**src/rtl/pipe_hazard_ctrl.sv**
```systemverilog
// -----------------------------------------------------------------------------
// pipe_hazard_ctrl
//
// Hazard and stall controller for a five-stage in-order pipeline. It decides,
// once per cycle, whether the front end advances, stalls or is flushed:
//   * a taken branch in EX flushes IF/ID and bubbles ID/EX,
//   * a multi-cycle ALU op keeps EX busy, so the front end freezes and ID/EX
//     is fed bubbles for the remaining occupancy cycles,
//   * a load in EX whose destination feeds the ID instruction (load-use)
//     stalls the front end for one cycle and inserts a bubble.
// Two saturating counters record stall cycles and taken-branch flush cycles.
//
// Parameters
//   MC_CYCLES  total EX occupancy of a multi-cycle op, legal range 2..15
//   CNT_W      width of the performance counters
//
// Ports
//   CLOCK           rising-edge clock
//   RESET_N         asynchronous active-low reset
//   ID_RSAddr       rs field of the instruction in ID
//   ID_RTAddr       rt field of the instruction in ID
//   ID_UsesRT       ID instruction reads rt as a source
//   ID_MultiCycle   ID instruction is a multi-cycle ALU op
//   EX_Mem2RegSEL   writeback select of the EX instruction (2'b01 = load)
//   EX_RegWriteEN   EX instruction writes the register file
//   EX_RTAddr       destination (rt) of the EX instruction
//   EX_BranchTaken  branch in EX resolved taken this cycle
//   PCWriteEN       PC update enable
//   IFIDWriteEN     IF/ID register load enable
//   IFIDFlush       clear IF/ID to NOP at the next edge
//   IDEXBubble      force ID/EX control to NOP at the next edge
//   Busy            registered: controller is waiting on a multi-cycle op
//   StallCount      saturating count of stall cycles
//   FlushCount      saturating count of taken-branch flush cycles
// -----------------------------------------------------------------------------
module pipe_hazard_ctrl #(
    parameter int MC_CYCLES = 4,
    parameter int CNT_W     = 16
) (
    input  logic             CLOCK,
    input  logic             RESET_N,
    input  logic [4:0]       ID_RSAddr,
    input  logic [4:0]       ID_RTAddr,
    input  logic             ID_UsesRT,
    input  logic             ID_MultiCycle,
    input  logic [1:0]       EX_Mem2RegSEL,
    input  logic             EX_RegWriteEN,
    input  logic [4:0]       EX_RTAddr,
    input  logic             EX_BranchTaken,
    output logic             PCWriteEN,
    output logic             IFIDWriteEN,
    output logic             IFIDFlush,
    output logic             IDEXBubble,
    output logic             Busy,
    output logic [CNT_W-1:0] StallCount,
    output logic [CNT_W-1:0] FlushCount
);

    typedef enum logic {
        ST_RUN    = 1'b0,
        ST_MCWAIT = 1'b1
    } state_e;

    // The issue cycle itself is the first EX cycle, so the wait counter is
    // loaded with the number of remaining cycles.
    localparam logic [3:0]       MC_LOAD  = 4'(MC_CYCLES - 1);
    localparam logic [CNT_W-1:0] CNT_ONE  = {{(CNT_W-1){1'b0}}, 1'b1};
    localparam logic [CNT_W-1:0] CNT_FULL = {CNT_W{1'b1}};

    state_e           state_q, state_d;
    logic [3:0]       mc_cnt_q, mc_cnt_d;
    logic             busy_q, busy_d;
    logic [CNT_W-1:0] stall_cnt_q, stall_cnt_d;
    logic [CNT_W-1:0] flush_cnt_q, flush_cnt_d;

    logic             load_use;
    logic             pc_we;
    logic             ifid_we;
    logic             ifid_flush;
    logic             idex_bubble;

    // Load-use hazard: the EX instruction is a load writing a non-zero
    // register that the ID instruction reads. r0 is hard-wired to zero, so a
    // load "into" r0 never creates a dependency.
    always_comb begin
        load_use = EX_RegWriteEN
                 & (EX_Mem2RegSEL == 2'b01)
                 & (EX_RTAddr != 5'd0)
                 & ((EX_RTAddr == ID_RSAddr)
                    | (ID_UsesRT & (EX_RTAddr == ID_RTAddr)));
    end

    // Next-state and raw control decode. Priority: taken branch, then the
    // multi-cycle wait, then load-use, then normal flow. A branch kills the
    // younger instructions, so it also aborts any pending multi-cycle wait.
    // A multi-cycle op only issues from the normal-flow branch, so it can
    // never issue while a load-use hazard or a taken branch is present.
    always_comb begin
        state_d     = state_q;
        mc_cnt_d    = mc_cnt_q;
        pc_we       = 1'b1;
        ifid_we     = 1'b1;
        ifid_flush  = 1'b0;
        idex_bubble = 1'b0;

        if (EX_BranchTaken) begin
            ifid_flush  = 1'b1;
            idex_bubble = 1'b1;
            state_d     = ST_RUN;
            mc_cnt_d    = 4'd0;
        end else if (state_q == ST_MCWAIT) begin
            pc_we       = 1'b0;
            ifid_we     = 1'b0;
            idex_bubble = 1'b1;
            // The "<= 1" guard also recovers from a zero count, which can
            // only arise from an out-of-range MC_CYCLES.
            if (mc_cnt_q <= 4'd1) begin
                state_d  = ST_RUN;
                mc_cnt_d = 4'd0;
            end else begin
                mc_cnt_d = mc_cnt_q - 4'd1;
            end
        end else if (load_use) begin
            pc_we       = 1'b0;
            ifid_we     = 1'b0;
            idex_bubble = 1'b1;
        end else if (ID_MultiCycle) begin
            state_d  = ST_MCWAIT;
            mc_cnt_d = MC_LOAD;
        end
    end

    // Busy mirrors the registered state, so it is computed from the next
    // state and captured alongside it.
    always_comb begin
        busy_d = (state_d == ST_MCWAIT);
    end

    // Performance counters. Bubbles caused by a branch are flushes, not
    // stalls, so they are excluded from the stall count. Both counters stop
    // at all-ones instead of wrapping.
    always_comb begin
        stall_cnt_d = stall_cnt_q;
        flush_cnt_d = flush_cnt_q;

        if (idex_bubble && !EX_BranchTaken && (stall_cnt_q != CNT_FULL)) begin
            stall_cnt_d = stall_cnt_q + CNT_ONE;
        end

        if (EX_BranchTaken && (flush_cnt_q != CNT_FULL)) begin
            flush_cnt_d = flush_cnt_q + CNT_ONE;
        end
    end

    // State registers. Reset drops any pending multi-cycle wait so the
    // pipeline restarts cleanly in RUN.
    always_ff @(posedge CLOCK or negedge RESET_N) begin
        if (!RESET_N) begin
            state_q     <= ST_RUN;
            mc_cnt_q    <= 4'd0;
            busy_q      <= 1'b0;
            stall_cnt_q <= '0;
            flush_cnt_q <= '0;
        end else begin
            state_q     <= state_d;
            mc_cnt_q    <= mc_cnt_d;
            busy_q      <= busy_d;
            stall_cnt_q <= stall_cnt_d;
            flush_cnt_q <= flush_cnt_d;
        end
    end

    // While reset is held the front end is frozen and both pipeline
    // registers are forced to NOP, independent of the clock and of the
    // hazard inputs.
    always_comb begin
        if (!RESET_N) begin
            PCWriteEN   = 1'b0;
            IFIDWriteEN = 1'b0;
            IFIDFlush   = 1'b1;
            IDEXBubble  = 1'b1;
        end else begin
            PCWriteEN   = pc_we;
            IFIDWriteEN = ifid_we;
            IFIDFlush   = ifid_flush;
            IDEXBubble  = idex_bubble;
        end
    end

    assign Busy       = busy_q;
    assign StallCount = stall_cnt_q;
    assign FlushCount = flush_cnt_q;

endmodule

```
**config.mk**
```make
export PLATFORM = sky130hd
export DESIGN_NAME = pipe_hazard_ctrl
export DESIGN_NICKNAME = d
export VERILOG_FILES = /design/src/rtl/pipe_hazard_ctrl.sv
export SDC_FILE = /design/constraint.sdc
export NUM_CORES = 1
export LEC_CHECK = 0
export ABC_CLOCK_PERIOD_IN_PS = 2500
export CORE_MARGIN = 3
export CORE_UTILIZATION = 49
export CTS_BUF_LIST = sky130_fd_sc_hd__clkbuf_8
export CTS_CLUSTER_SIZE = 16
export DETAILED_ROUTE_END_ITERATION = 6
export PLACE_DENSITY = 0.82
export SLEW_MARGIN = 20
export SYNTH_ARGS = -nofsm -noshare
export SYNTH_HDL_FRONTEND = slang
export SYNTH_SLANG_ARGS = --single-unit
export TNS_END_PERCENT = 30
```
**constraint.sdc**
```tcl
create_clock -name CLOCK -period 2.5 [get_ports CLOCK]
set_clock_uncertainty 0.1 [all_clocks]
set_input_delay 0.25 -clock CLOCK [delete_from_list [all_inputs] [get_ports CLOCK]]
set_output_delay 0.25 -clock CLOCK [all_outputs]
set_load 0.1 [all_outputs]
```
# [Word-level counts from Yosys, hierarchy flattened]
# Cells that the tools add are included.
[totals] ff_bits=37 out_inout_bits=37 word_cells=46
[classes] n_addsub=3 magnitude_cmp=1 n_eq_ne=6 muxes=20 bitwise=5 n_reduce_logical=7
[op_table] op="16-bit by 1-bit adder with 16-bit output, second input constant" n=2
[op_table] op="16-bit != test, second input constant" n=2
[op_table] op="4-bit 2-to-1 mux" n=5
[op_table] op="1-bit 2-to-1 mux" n=15
[op_table] op="5-bit == test" n=2
[op_table] op="5-bit nonzero test" n=1
[op_table] op="1-bit AND" n=4
[op_table] op="4-bit by 1-bit <= comparator with 1-bit output, second input constant" n=1
[op_table] op="4-bit by 1-bit subtractor with 4-bit output, second input constant" n=1
[op_table] op="1-bit logical AND" n=3
[op_table] op="3-bit != test, second input constant" n=1
[op_table] op="3-bit nonzero test" n=1
[op_table] op="2-bit by 1-bit == test with 1-bit output, second input constant" n=1
[op_table] op="2-bit AND reduction" n=1
[op_table] op="1-bit logical NOT" n=1
[op_table] op="1-bit OR" n=1

# [Logic depth before layout (Yosys ltp)]
# Gate-level depths: netlist of run 1.
[depth] word_depth=9 depth_mapped=7 ltp_nobuf=7

# [Least setup slack after synthesis of run 1]
# Ideal clock, no wire load.
[synth_path] path_type="register -> output" from="register Busy (netlist name)" to="output port PCWriteEN" arrival_time_ns=2.601 required_ns=2.150 slack_ns=-0.451 stages_incl_launch_ff=5 cell_sequence="dfrtp_1 > a21oi_2 > buf_6 > o21a_1 > buf_4"
[synth_rtl] item="end: declaration" line_no="50" source="output logic PCWriteEN,"

# [Worst setup path after layout of run 1]
[layout_path] from="input port EX_RTAddr[4]" to="output port IFIDWriteEN"
[layout_between] elab_chain_len=8 word_cells_on_any_way=11 classes_between="eq/ne: 2; mux: 4; bitwise: 4; reduce/logical: 1"
[layout_lines] item="start: declaration" line_no="48" source="input logic [4:0] EX_RTAddr,"
[layout_lines] item="5-bit == test" line_no="90" source="| (ID_UsesRT & (EX_RTAddr == ID_RTAddr)));"
[layout_lines] item="1-bit AND" line_no="90"
[layout_lines] item="1-bit OR" line_no="90"
[layout_lines] item="1-bit AND (*)" line_no="89" source="& ((EX_RTAddr == ID_RSAddr)"
[layout_lines] item="1-bit 2-to-1 mux (*)" line_no="123" source="end else if (load_use) begin"
[layout_lines] item="1-bit 2-to-1 mux (*)" line_no="111" source="end else if (state_q == ST_MCWAIT) begin"
[layout_lines] item="1-bit 2-to-1 mux (*)" line_no="106" source="if (EX_BranchTaken) begin"
[layout_lines] item="1-bit 2-to-1 mux (*)" line_no="177" source="if (!RESET_N) begin"
[layout_lines] item="end: declaration" line_no="51" source="output logic IFIDWriteEN,"
# Mark *: on every way between the ends. The rest lies on a longest branch, timed or not.

==> results of run 1 <==
## synth_stat cells (3+ instances only)
library cell,n
dfrtp_1,37
xor2_1,14
nand2_1,12
nor3_2,5
nor4_1,6
nand4_1,9
xnor2_1,24
and3_1,3
a21oi_1,3
o21a_1,3
nand3_2,3
nor3_1,5
nand2b_1,6
inv_1,5
nor2_1,11
nand3_1,16
ha_1,4
## cell families after synthesis
kind of cell,share of synthesized area (%)
buffers and inverters,2.577
muxes,1.738
and+or+nand+nor,26.56
AOI/OAI and AO/OA,6.415
adders and majority gates,2.398
xor gates and xnor gates,15.95
DFF,44.36
## through the flow
| stage | power, mW | setup TNS (ns) | hold slack (ns) | cell area [sq um] |
|---|---|---|---|---|
| 6_report | 2.619 | 0 | 0.3038 | 2833 |
| 5_1_grt | 2.739 | 0 | 0.3237 | 2833 |
| 4_1_cts | 2.639 | 0 | 0.3063 | 2833 |
| 3_5_place_dp | 2.094 | 0 | 0.08273 | 2703 |
| 3_3_place_gp | 2.076 | 0 | 0.07998 | 2703 |
| 2_1_floorplan | 1.786 | -0.07498 | -0.1456 | 2090 |
## cell type report
class / count / area [sq um] / share of cell area [%]
clock buffer: 6 / 82.58 / 2.915
clock inverter: 2 / 37.54 / 1.325
inverter: 5 / 18.77 / 0.6625
multi-input combinational: 151 / 1109 / 39.13
sequential: 37 / 927.1 / 32.73
tap: 50 / 62.56 / 2.208
timing repair buffer: 64 / 595.6 / 21.02
## final timing paths
path	endpoint	cells past startpoint	startpoint	slack, ns
worst max register to register	StallCount[1]$_DFFE_PN0P_	6	StallCount[0]$_DFFE_PN0P_	0.49
worst min-delay path	FlushCount[14]$_DFFE_PN0P_	2	RESET_N	0.30
worst max-delay path	IFIDWriteEN	8	EX_RTAddr[4]	0.22
max in group asynchronous	Busy$_DFF_PN0_	3	RESET_N	1.35
min in group CLOCK	StallCount[11]$_DFFE_PN0P_	1	StallCount[11]$_DFFE_PN0P_	0.40
worst min register to register	StallCount[11]$_DFFE_PN0P_	1	StallCount[11]$_DFFE_PN0P_	0.40
## power breakdown
group	switching, mW	internal, mW	total, mW
sequential	0.134	0.701	0.835
clock	0.215	0.324	0.539
combinational	0.924	0.320	1.24
total	1.27	1.35	2.62
## routing by layer
metal / vias up / routed length, um / global-route usage (%)
li1: 818 / - / -
met1: 798 / 2075 / 25.77
met2: 42 / 2103 / 30.20
met3: 5 / 271 / 5.610
met4: 0 / 71 / 6.263
met5: - / 0 / 0
## flip-flops by register name, indices dropped and copies added, names as in the netlist
| signal | cells |
|---|---|
| FlushCount | 16 |
| StallCount | 16 |
| mc_cnt_q | 4 |
| Busy | 1 |
## worst reg2reg max path, cell delays in order, from the launching register on
cell and delay, ns:
dfrtp_1 0.40, ha_1 0.20, nand4_1 0.20, nor4_2 0.27, or2_1 0.34, nor2_2 0.09, mux2_4 0.30
==> flow_summary.toml, run 1 <==
[final_layout]
post-route-util_pct = 69.81
drive_above_1_share_pct = 27.55
layout.cells.most_common_list = "dfrtp_1, buf_4, xnor2_1"
fillers = 328
area_growth_pct = 35.73
stdcell_count = 315
antennaDiodeCount = 0
nets = 291

[worst_setup_path]
crit_family = "buffers and inverters"
critical_path.endpoint_type = "output port"
cp_common_cell = "buf_12"
critPathMaxStageDelay_ns = 0.54
slowest_stage = "clkdlybuf4s50_1"
critPathMaxFanout = 17
worstSetupStartpointType = "input port"
cp.arrival_ns = 1.93
crit_type = "in -> out"
worstPathRequired_ns = 2.15
worst-path-buf-inv = 3
worstPathCellList = "clkdlybuf4s50_1 > xnor2_1 > nand3_1 > o22ai_2 > a21oi_2 > buf_12 > o21a_2 > buf_12"

[drt]
drt_iter0_drc = 49
totalWireLength_mm = 4.522
wire_per_inst_um = 14.36
viasPerCell = 5.279
antenna_left = 0
drtPass1Iterations = 4
drc = 0
vias = 1663

[logic_synthesis]
ys_async_sr_fraction_pct = 100.0
ys_ff_latch = 37
synth_top_area_share_pct = 44.36
synth.avg_cell_area_sq_um = 10.54
synth-edff-count = 0
synth_area_leaders = "dfrtp_1, xnor2_1, xor2_1"
synth_area_leader_cell = "dfrtp_1"
ys_seq_area_share_pct = 44.36
synth_area_sq_mm = 0.002087
ys_types = 44
yosysWarnings = 0
synth_nets = 225
syn_inst = 198
synth_flop_cell = "dfrtp_1"

[place]
port-buffer-count = 59
placed_cells = 306
place_ws_ns = 0.1843
dp_hpwl_mm = 3.498
place_congestion = 0.7463

[floorplanning]
num_rows = 23
initial_utilization_pct = 51.43
io_pins = 60
core_sq_mm = 0.004058
fp.dieH_um = 71.26
die-width_um = 71.26
dieArea_sq_mm = 0.005078

[clocking]
cts_hold_buf = 1
cts_tree = "yes"
clock-sinks = 37
post-cts-setup-buffer-count = 0
cts_made_buffers = 5
clockRootBuffer = "clkbuf_8"
clockBufferDepth = 2
cts_resized = 0
clkTransAtPathRegs_ns = 0.07
ctsHtreeMaxLevel = 2
clkLatencyLatePin_ns = 0.29

[sta]
hold_violations = 0
finalSetupViolCount = 0
slew_headroom_pct = 74.02
max_freq_mhz = 438.8
fin_ws_ns = 0.2208
rsz0062_at_grt = "false"
period_needed_ns = 2.279
worst_slew_pin_slew_ns = 0.3862
maxSlewViolCount = 0
post-route-period-util_pct = 91.17

[global_routing]
grt_max_degree = 24
grt_pass1_vias = 1672
gr-total-overflow = 0
grt_usage_pct = 19.26
grt_pass1_wl_mm = 7.755
antenna_found_initial = 0

[power]
peakVddDrop_mv = 1.149
p_leak_nw = 1.288
power.density_cell_area_mw_per_mm2 = 924.4

[hold_path]
hold_class = "in -> async"

[run_status]
outcome = "finished clean"

[run]
max_cap_viol_count = 0
(Power assumes the default switching activity.)
==> inputs of run 2 (changes only) <==
Settings changed: CTS_CLUSTER_DIAMETER set to 50, CTS_CLUSTER_SIZE 16 to not set.
==> results of run 2 <==
The final DEF is identical to that of run 1; final timing and power are the same.
